**config.mk**
```make
export PLATFORM = sky130hd
export DESIGN_NAME = memory_stage_pipelined_flat
export DESIGN_NICKNAME = d
export VERILOG_FILES = /design/src/rtl/memory_stage_pipelined_if.sv /design/src/rtl/memory_stage_pipelined.sv /design/src/flat_wrapper.sv
export SDC_FILE = /design/constraint.sdc
export NUM_CORES = 1
export LEC_CHECK = 0
export CORE_MARGIN = 3
export CORE_UTILIZATION = 40
export DETAILED_ROUTE_END_ITERATION = 10
export PLACE_DENSITY = 0.76
export SYNTH_ARGS = -nofsm -noshare
export SYNTH_HDL_FRONTEND = slang
export SYNTH_SLANG_ARGS = --single-unit
```
**constraint.sdc**
```tcl
create_clock -name clk -period 3.8 [get_ports clk]
set_input_delay 1.14 -clock clk [delete_from_list [all_inputs] [get_ports clk]]
set_output_delay 1.14 -clock clk [all_outputs]
set_load 0.05 [all_outputs]
```
**src/rtl/memory_stage_pipelined_if.sv**
```systemverilog
// Data-memory request/response bus between the memory stage and the memory.
// The stage is the master and the memory is the slave.
interface memory_stage_pipelined_if;
  logic        mem_req_valid;
  logic        mem_req_ready;
  logic [31:0] mem_req_addr;
  logic        mem_req_we;
  logic [3:0]  mem_req_wstrb;
  logic [31:0] mem_req_wdata;
  logic        mem_rsp_valid;
  logic [31:0] mem_rsp_rdata;

  modport master (
    output mem_req_valid,
    input  mem_req_ready,
    output mem_req_addr,
    output mem_req_we,
    output mem_req_wstrb,
    output mem_req_wdata,
    input  mem_rsp_valid,
    input  mem_rsp_rdata
  );

  modport slave (
    input  mem_req_valid,
    output mem_req_ready,
    input  mem_req_addr,
    input  mem_req_we,
    input  mem_req_wstrb,
    input  mem_req_wdata,
    output mem_rsp_valid,
    output mem_rsp_rdata
  );
endinterface

```
**src/rtl/memory_stage_pipelined.sv**
```systemverilog
// RV32 memory stage: loads/stores over a valid/ready data bus, holding
// the pipeline via done_mem until the access completes or is flushed.
module memory_stage_pipelined #(
  parameter logic [1:0]  LOAD_WB_SRC   = 2'b01,
  parameter logic [31:0] RESET_WB_DATA = 32'h0
) (
  input  logic        clk,
  input  logic        rst,
  input  logic        valid_mem,
  input  logic        flush_mem,
  input  logic        done_ex,
  input  logic [13:0] control_word_ex,
  input  logic [31:0] calculated_adr,
  input  logic [31:0] ALU_result,
  input  logic [31:0] regfileb_ex,
  memory_stage_pipelined_if.master mem,
  output logic        done_mem,
  output logic [31:0] wb_data,
  output logic        rf_wb_mem,
  output logic [4:0]  rd_mem,
  output logic        misaligned,
  output logic        busy
);

  typedef enum logic [2:0] {
    IDLE,
    REQ,
    WAIT,
    DONE,
    DRAIN
  } state_t;

  state_t state;

  logic        rf_wb;
  logic        mem_we;
  logic [1:0]  wb_src;
  logic [4:0]  rd;
  logic [2:0]  f3;
  logic [1:0]  off;
  logic        is_st;
  logic        is_ld;
  logic        is_mem;
  logic        start;
  logic        f_byte;
  logic        f_half;
  logic        f_word;
  logic        mis;
  logic        unused_ctl;

  assign rf_wb  = control_word_ex[12];
  assign mem_we = control_word_ex[11];
  assign wb_src = control_word_ex[10:9];
  assign rd     = control_word_ex[7:3];
  assign f3     = control_word_ex[2:0];
  assign off    = calculated_adr[1:0];

  assign unused_ctl = control_word_ex[13] ^ control_word_ex[8];

  // A store wins when both the store and load encodings are present
  assign is_st  = mem_we;
  assign is_ld  = (wb_src == LOAD_WB_SRC) & ~mem_we;
  assign is_mem = is_st | is_ld;
  assign start  = valid_mem & done_ex & ~flush_mem;

  assign f_byte = (f3[1:0] == 2'b00);
  assign f_half = (f3[1:0] == 2'b01);
  assign f_word = ~f_byte & ~f_half;
  assign mis    = (f_half & off[0]) | (f_word & (|off));

  logic [3:0]  st_strb;
  logic [31:0] st_data;

  always_comb begin
    st_strb = 4'b1111;
    st_data = regfileb_ex;
    unique case (1'b1)
      f_byte: begin
        st_strb = 4'b0001 << off;
        st_data = {4{regfileb_ex[7:0]}};
      end
      f_half: begin
        st_strb = 4'b0011 << off;
        st_data = {2{regfileb_ex[15:0]}};
      end
      default: begin
        st_strb = 4'b1111;
        st_data = regfileb_ex;
      end
    endcase
  end

  logic [29:0] adr_q;
  logic [1:0]  off_q;
  logic [2:0]  f3_q;
  logic [4:0]  rd_q;
  logic        rf_wb_q;
  logic        st_q;
  logic        mis_q;
  logic [3:0]  wstrb_q;
  logic [31:0] wdata_q;
  logic [31:0] ldata_q;

  logic        q_byte;
  logic        q_half;
  logic [31:0] shifted;
  logic [31:0] ld_val;

  assign q_byte  = (f3_q[1:0] == 2'b00);
  assign q_half  = (f3_q[1:0] == 2'b01);
  assign shifted = mem.mem_rsp_rdata >> {off_q, 3'b000};

  // funct3[2] selects the unsigned variants
  always_comb begin
    ld_val = shifted;
    unique case (1'b1)
      q_byte:
        ld_val = {{24{~f3_q[2] & shifted[7]}}, shifted[7:0]};
      q_half:
        ld_val = {{16{~f3_q[2] & shifted[15]}}, shifted[15:0]};
      default:
        ld_val = shifted;
    endcase
  end

  always_ff @(posedge clk or negedge rst) begin
    if (!rst) begin
      state   <= IDLE;
      adr_q   <= '0;
      off_q   <= '0;
      f3_q    <= '0;
      rd_q    <= '0;
      rf_wb_q <= 1'b0;
      st_q    <= 1'b0;
      mis_q   <= 1'b0;
      wstrb_q <= '0;
      wdata_q <= '0;
      ldata_q <= '0;
    end else begin
      unique case (state)
        IDLE: begin
          if (start & is_mem) begin
            adr_q   <= calculated_adr[31:2];
            off_q   <= off;
            f3_q    <= f3;
            rd_q    <= rd;
            rf_wb_q <= rf_wb;
            st_q    <= is_st;
            mis_q   <= mis;
            wstrb_q <= st_strb;
            wdata_q <= st_data;
            ldata_q <= '0;
            state   <= mis ? DONE : REQ;
          end
        end
        REQ: begin
          // An accepted write stands even when flushed
          if (mem.mem_req_ready) begin
            if (flush_mem)
              state <= st_q ? IDLE : DRAIN;
            else
              state <= st_q ? DONE : WAIT;
          end else if (flush_mem) begin
            state <= IDLE;
          end
        end
        WAIT: begin
          if (flush_mem) begin
            state <= mem.mem_rsp_valid ? IDLE : DRAIN;
          end else if (mem.mem_rsp_valid) begin
            ldata_q <= ld_val;
            state   <= DONE;
          end
        end
        DRAIN: begin
          if (mem.mem_rsp_valid)
            state <= IDLE;
        end
        DONE: begin
          state <= IDLE;
        end
        default: begin
          state <= IDLE;
        end
      endcase
    end
  end

  logic req_on;

  assign req_on = (state == REQ);
  assign busy   = (state != IDLE);

  assign mem.mem_req_valid = req_on;
  assign mem.mem_req_addr  = req_on ? {adr_q, 2'b00} : '0;
  assign mem.mem_req_we    = req_on & st_q;
  assign mem.mem_req_wstrb = (req_on & st_q) ? wstrb_q : '0;
  assign mem.mem_req_wdata = (req_on & st_q) ? wdata_q : '0;

  always_comb begin
    done_mem   = 1'b0;
    wb_data    = RESET_WB_DATA;
    rf_wb_mem  = 1'b0;
    rd_mem     = '0;
    misaligned = 1'b0;
    unique case (state)
      IDLE: begin
        if (start & ~is_mem) begin
          done_mem  = 1'b1;
          wb_data   = ALU_result;
          rf_wb_mem = rf_wb;
          rd_mem    = rd;
        end
      end
      DONE: begin
        if (!flush_mem) begin
          done_mem   = 1'b1;
          wb_data    = st_q ? '0 : ldata_q;
          rf_wb_mem  = rf_wb_q & ~st_q & ~mis_q;
          rd_mem     = rd_q;
          misaligned = mis_q;
        end
      end
      default: begin
        done_mem = 1'b0;
      end
    endcase
  end

endmodule

```
**src/flat_wrapper.sv**
```systemverilog
// flat-port wrapper written by rule: the top's interface ports become plain ports
module memory_stage_pipelined_flat 
#(
  parameter logic [1:0]  LOAD_WB_SRC   = 2'b01,
  parameter logic [31:0] RESET_WB_DATA = 32'h0
)
  (clk, rst, valid_mem, flush_mem, done_ex, control_word_ex, calculated_adr, ALU_result, regfileb_ex, done_mem, wb_data, rf_wb_mem, rd_mem, misaligned, busy, mem_mem_req_valid, mem_mem_req_ready, mem_mem_req_addr, mem_mem_req_we, mem_mem_req_wstrb, mem_mem_req_wdata, mem_mem_rsp_valid, mem_mem_rsp_rdata);
  memory_stage_pipelined_if mem_i ();
  input  logic clk;
  input  logic rst;
  input  logic valid_mem;
  input  logic flush_mem;
  input  logic done_ex;
  input  logic [13:0] control_word_ex;
  input  logic [31:0] calculated_adr;
  input  logic [31:0] ALU_result;
  input  logic [31:0] regfileb_ex;
  output logic done_mem;
  output logic [31:0] wb_data;
  output logic rf_wb_mem;
  output logic [4:0] rd_mem;
  output logic misaligned;
  output logic busy;
  output wire logic [$bits(mem_i.mem_req_valid)-1:0] mem_mem_req_valid;
  input wire logic [$bits(mem_i.mem_req_ready)-1:0] mem_mem_req_ready;
  output wire logic [$bits(mem_i.mem_req_addr)-1:0] mem_mem_req_addr;
  output wire logic [$bits(mem_i.mem_req_we)-1:0] mem_mem_req_we;
  output wire logic [$bits(mem_i.mem_req_wstrb)-1:0] mem_mem_req_wstrb;
  output wire logic [$bits(mem_i.mem_req_wdata)-1:0] mem_mem_req_wdata;
  input wire logic [$bits(mem_i.mem_rsp_valid)-1:0] mem_mem_rsp_valid;
  input wire logic [$bits(mem_i.mem_rsp_rdata)-1:0] mem_mem_rsp_rdata;
  assign mem_mem_req_valid = mem_i.mem_req_valid;
  assign mem_i.mem_req_ready = mem_mem_req_ready;
  assign mem_mem_req_addr = mem_i.mem_req_addr;
  assign mem_mem_req_we = mem_i.mem_req_we;
  assign mem_mem_req_wstrb = mem_i.mem_req_wstrb;
  assign mem_mem_req_wdata = mem_i.mem_req_wdata;
  assign mem_i.mem_rsp_valid = mem_mem_rsp_valid;
  assign mem_i.mem_rsp_rdata = mem_mem_rsp_rdata;
  memory_stage_pipelined #(.LOAD_WB_SRC(LOAD_WB_SRC), .RESET_WB_DATA(RESET_WB_DATA)) u_core (.clk(clk), .rst(rst), .valid_mem(valid_mem), .flush_mem(flush_mem), .done_ex(done_ex), .control_word_ex(control_word_ex), .calculated_adr(calculated_adr), .ALU_result(ALU_result), .regfileb_ex(regfileb_ex), .mem(mem_i), .done_mem(done_mem), .wb_data(wb_data), .rf_wb_mem(rf_wb_mem), .rd_mem(rd_mem), .misaligned(misaligned), .busy(busy));
endmodule
```
==> results of run 1 <==
-- synth_stat cells (all sizes together), types with 2 or more instances --
master	count
inv	3
a22o	39
nand3b	8
mux2i	39
nor2	31
o211ai	2
a21oi	28
nand2	34
dfrtp	114
and3	32
buf	30
clkbuf	26
nand2b	2
nor3	2
mux2	58
nor2b	4
or2	3
nand3	15
o21ai	55
and2	40
a221o	16
-- cells in the final DEF (no fill, tap or decap), types with 2 or more instances in the layout --
cell type,count
inv_1,3
nand2_2,2
a22o_4,11
nand2b_1,2
buf_6,2
nand3_1,15
and3_1,32
nor2b_4,2
and2_1,40
buf_16,3
clkinv_2,6
a22o_1,28
clkinvlp_4,3
nand3b_1,8
nand2_1,32
a21oi_1,28
buf_12,111
a221o_1,16
nor2_1,31
mux2i_1,39
dfrtp_1,114
bufinv_16,2
nor2b_1,2
mux2_2,58
o21ai_0,55
clkbuf_16,17
buf_4,22
clkbuf_1,3
or2_2,3
clkdlybuf4s50_1,142
dlygate4sd2_1,2
conb_1,2
-- layout make-up --
class | instances | area, um^2
repair buffers | 284 | 3949
flip-flops and latches | 114 | 2853
inverters | 3 | 11.26
clock buffers | 21 | 450.4
clock inverters | 11 | 112.6
multi-input cells | 423 | 3174
fillers | 981 | 4029
well taps | 184 | 230.2
-- power groups by stage --
stage | logic, uW | clock network [uW] | registers, uW
after floorplan | 2020 | 0 | 1930
after global placement | 3320 | 0 | 2030
after detailed placement | 3410 | 0 | 2070
after CTS | 3450 | 1540 | 2070
after global routing | 3640 | 1610 | 2150
final | 3450 | 1530 | 2090
-- metal layers --
layer  wire length [um]  track usage [%]  up-vias
li1                   -                -     2642
met1               8178            29.26     2855
met2              11210            44.84      342
met3               2130            8.596       51
met4                694            10.21        0
met5                  0                0        -
-- sequential cells by signal, summed over array words and instances, names as in the netlist --
| register | cells |
|---|---|
| u_core.wstrb_q | 4 |
| u_core.rf_wb_q | 1 |
| u_core.mis_q | 1 |
| u_core.adr_q | 30 |
| u_core.ldata_q | 32 |
| u_core.f3_q | 3 |
| u_core.wdata_q | 32 |
| u_core.state | 3 |
| u_core.off_q | 2 |
| u_core.rd_q | 5 |
| u_core.st_q | 1 |
-- worst reg2reg max path, cell delays in order, from the launching register on --
cell and delay, ps:
dfrtp_1 410, buf_4 270, nor4b_4 400, nand2_2 260, and2_1 470, a221o_1 460
-- path summary, 6_finish.rpt --
check | slack, ps | cells past startpoint | endpoint | startpoint
setup / recovery | 50 | 7 | done_mem | control_word_ex[9]
hold / removal | 470 | 2 | u_core.wdata_q[21] | u_core.wdata_q[21]
setup reg to reg | 1410 | 5 | u_core.ldata_q[28] | u_core.state[0]
hold reg to reg | 470 | 2 | u_core.wdata_q[21] | u_core.wdata_q[21]
max in group asynchronous | 2490 | 2 | u_core.wdata_q[2] | rst
min in group asynchronous | 800 | 2 | u_core.ldata_q[3] | rst
-- through the flow --
step	instances	util, %
floorplan	596	-
global placement	1001	67.41
detailed placement	1001	67.41
CTS	1040	72.42
global route	1040	72.79
finish	1040	72.79
-- cell families after synthesis --
family          count (synthesis)
flops                         114
buf+inv                        59
simple gates                  177
mux                            98
other cells                     1
compound gates                146
-- repair_timing --
action                                  4_1_cts  5_1_grt
cloned                                        3        0
endpoints found under the setup margin       39       33
pin swaps                                     6        3
resized for setup                            20       10
buffers inserted                              4        1
hold buffers                                  0        0
==> flow_metrics.py, run 1 <==
metrics = {
    "detailed_routing": {
        "drt_iter0_markers": 464,
        "routedWlPerCell_um": 21.36,
        "dr.pass1.iters": 5,
        "final_antenna_net_count": 0,
        "postRouteWirelength_mm": 22.21,
        "drc": 0,
        "via_per_inst": 5.663,
        "vias": 5890,
    },
    "synthesis": {
        "synth_compound_area_share_pct": 16.07,
        "ys_types": 41,
        "yosysSeqAreaShare_pct": 46.20,
        "synth-main-ff-cell": "dfrtp_1",
        "syn_area_per_cell_um2": 10.38,
        "synthArstFlopShare_pct": 100.0,
        "yosys-top-cells-area": "dfrtp_1 (46%), mux2_2 (11%), mux2i_1 (6.3%), a22o_1 (5.5%), o21ai_0 (4.5%)",
        "yosys.area.top_type_share_pct": 46.20,
        "synthAdderAreaFrac_pct": 0,
        "synth_xor_area_share_pct": 0,
        "synth-seq-cells": 114,
        "yosysTopAreaCell": "dfrtp_1",
        "yosys_warnings": 0,
        "synthesis.area_um2": 6175,
        "synth_top_family_by_area": "multiplexers",
        "synth.area.mux_share_pct": 17.26,
        "synth-edff-count": 0,
        "netlist_instances": 595,
        "synth-simple-area-share_pct": 15.76,
    },
    "outcome": {
        "outcome": "completed",
    },
    "job": {
        "drv_cap": 0,
    },
    "setup_path": {
        "worstPathArrival_ps": 2610,
        "crit_path_top_delay_cell": "clkdlybuf4s50_1",
        "crit_fanout": 6,
        "crit_family": "buffers and inverters",
        "crit_buf_inv": 4,
        "setup.worst_path.end_class": "primary output",
        "cp-start-kind": "input pin",
        "worstPathRequired_ps": 2660,
        "critPathMaxStageDelay_ps": 450,
        "criticalPathCategory": "in -> out",
        "path_cells": "clkdlybuf4s50_1 -> nor2b_4 -> nor3_4 -> buf_6 -> buf_4 -> or2_2 -> buf_12",
    },
    "clock_tree": {
        "h-tree-depth": 4,
        "clock_latency_ps": 410,
        "cts_buffers": 17,
        "cts_tree": "built",
        "cts.reportedPaths.clkPinSlew_ps": 50,
        "cts_buffer_depth": 2,
        "cts_sinks": 114,
        "clock-root-buffer": "clkbuf_16",
    },
    "grt": {
        "antenna_found_initial": 0,
        "overflow": 0,
        "grt_use_total_pct": 25.80,
        "grt_pass1_wl_mm": 33.60,
        "first_global_vias": 6245,
        "grt_max_degree": 115,
    },
    "die": {
        "die_h_um": 130.2,
        "core_area_um2": 14810,
        "dieArea_um2": 16960,
        "ios": 260,
        "initial_core_util_pct": 41.69,
        "row_count": 44,
        "die_w_um": 130.2,
    },
    "placement": {
        "port_buffers": 255,
        "dp_slack_ps": -149.3,
        "place_area_um2": 9983,
        "gp_congestion": 0.8383,
        "dpl.hpwl_mm": 15.40,
    },
    "timing": {
        "fmax_mhz": 267.0,
        "worst_slack_ps": 54.73,
        "min_period_ps": 3745,
        "hold_viol_final": 0,
        "clock_skew_ps": 5.738,
        "hold_slack_ps": 467.5,
        "finalSetupTns_ps": 0,
        "min_period_over_period_pct": 98.56,
        "slew-limit-headroom_pct": 53.31,
        "setup_viol": 0,
        "drv_slew": 0,
        "rsz0062_at_grt": "false",
        "worst_pin_slew_ps": 700.4,
    },
    "power": {
        "swShare_pct": 38.60,
        "leakagePower_uw": 0.004784,
        "clkPwrFrac_pct": 21.6,
        "power.total_uw": 7067,
        "peakVddDrop_mv": 0.4411,
        "p_int_uw": 4339,
        "pwr-share-comb_pct": 48.8,
        "p_per_area_nw_per_um2": 655.6,
        "p_seq_share_pct": 29.6,
        "power.switching_uw": 2728,
    },
    "finish": {
        "postLayoutCellArea_um2": 10780,
        "insertedDiodeCount": 0,
        "area_growth_pct": 74.59,
        "nets": 992,
        "drive_above_1_share_pct": 29.67,
    },
    "worst_hold_path": {
        "worstHoldPathType": "reg -> reg",
    },
}
(Power assumes the default switching activity.)
==> inputs of run 2 (changes only) <==
- GPL_ROUTABILITY_DRIVEN: default -> 0
==> results of run 2 <==
No change in the layout: final DEF, timing and power equal those of run 1.
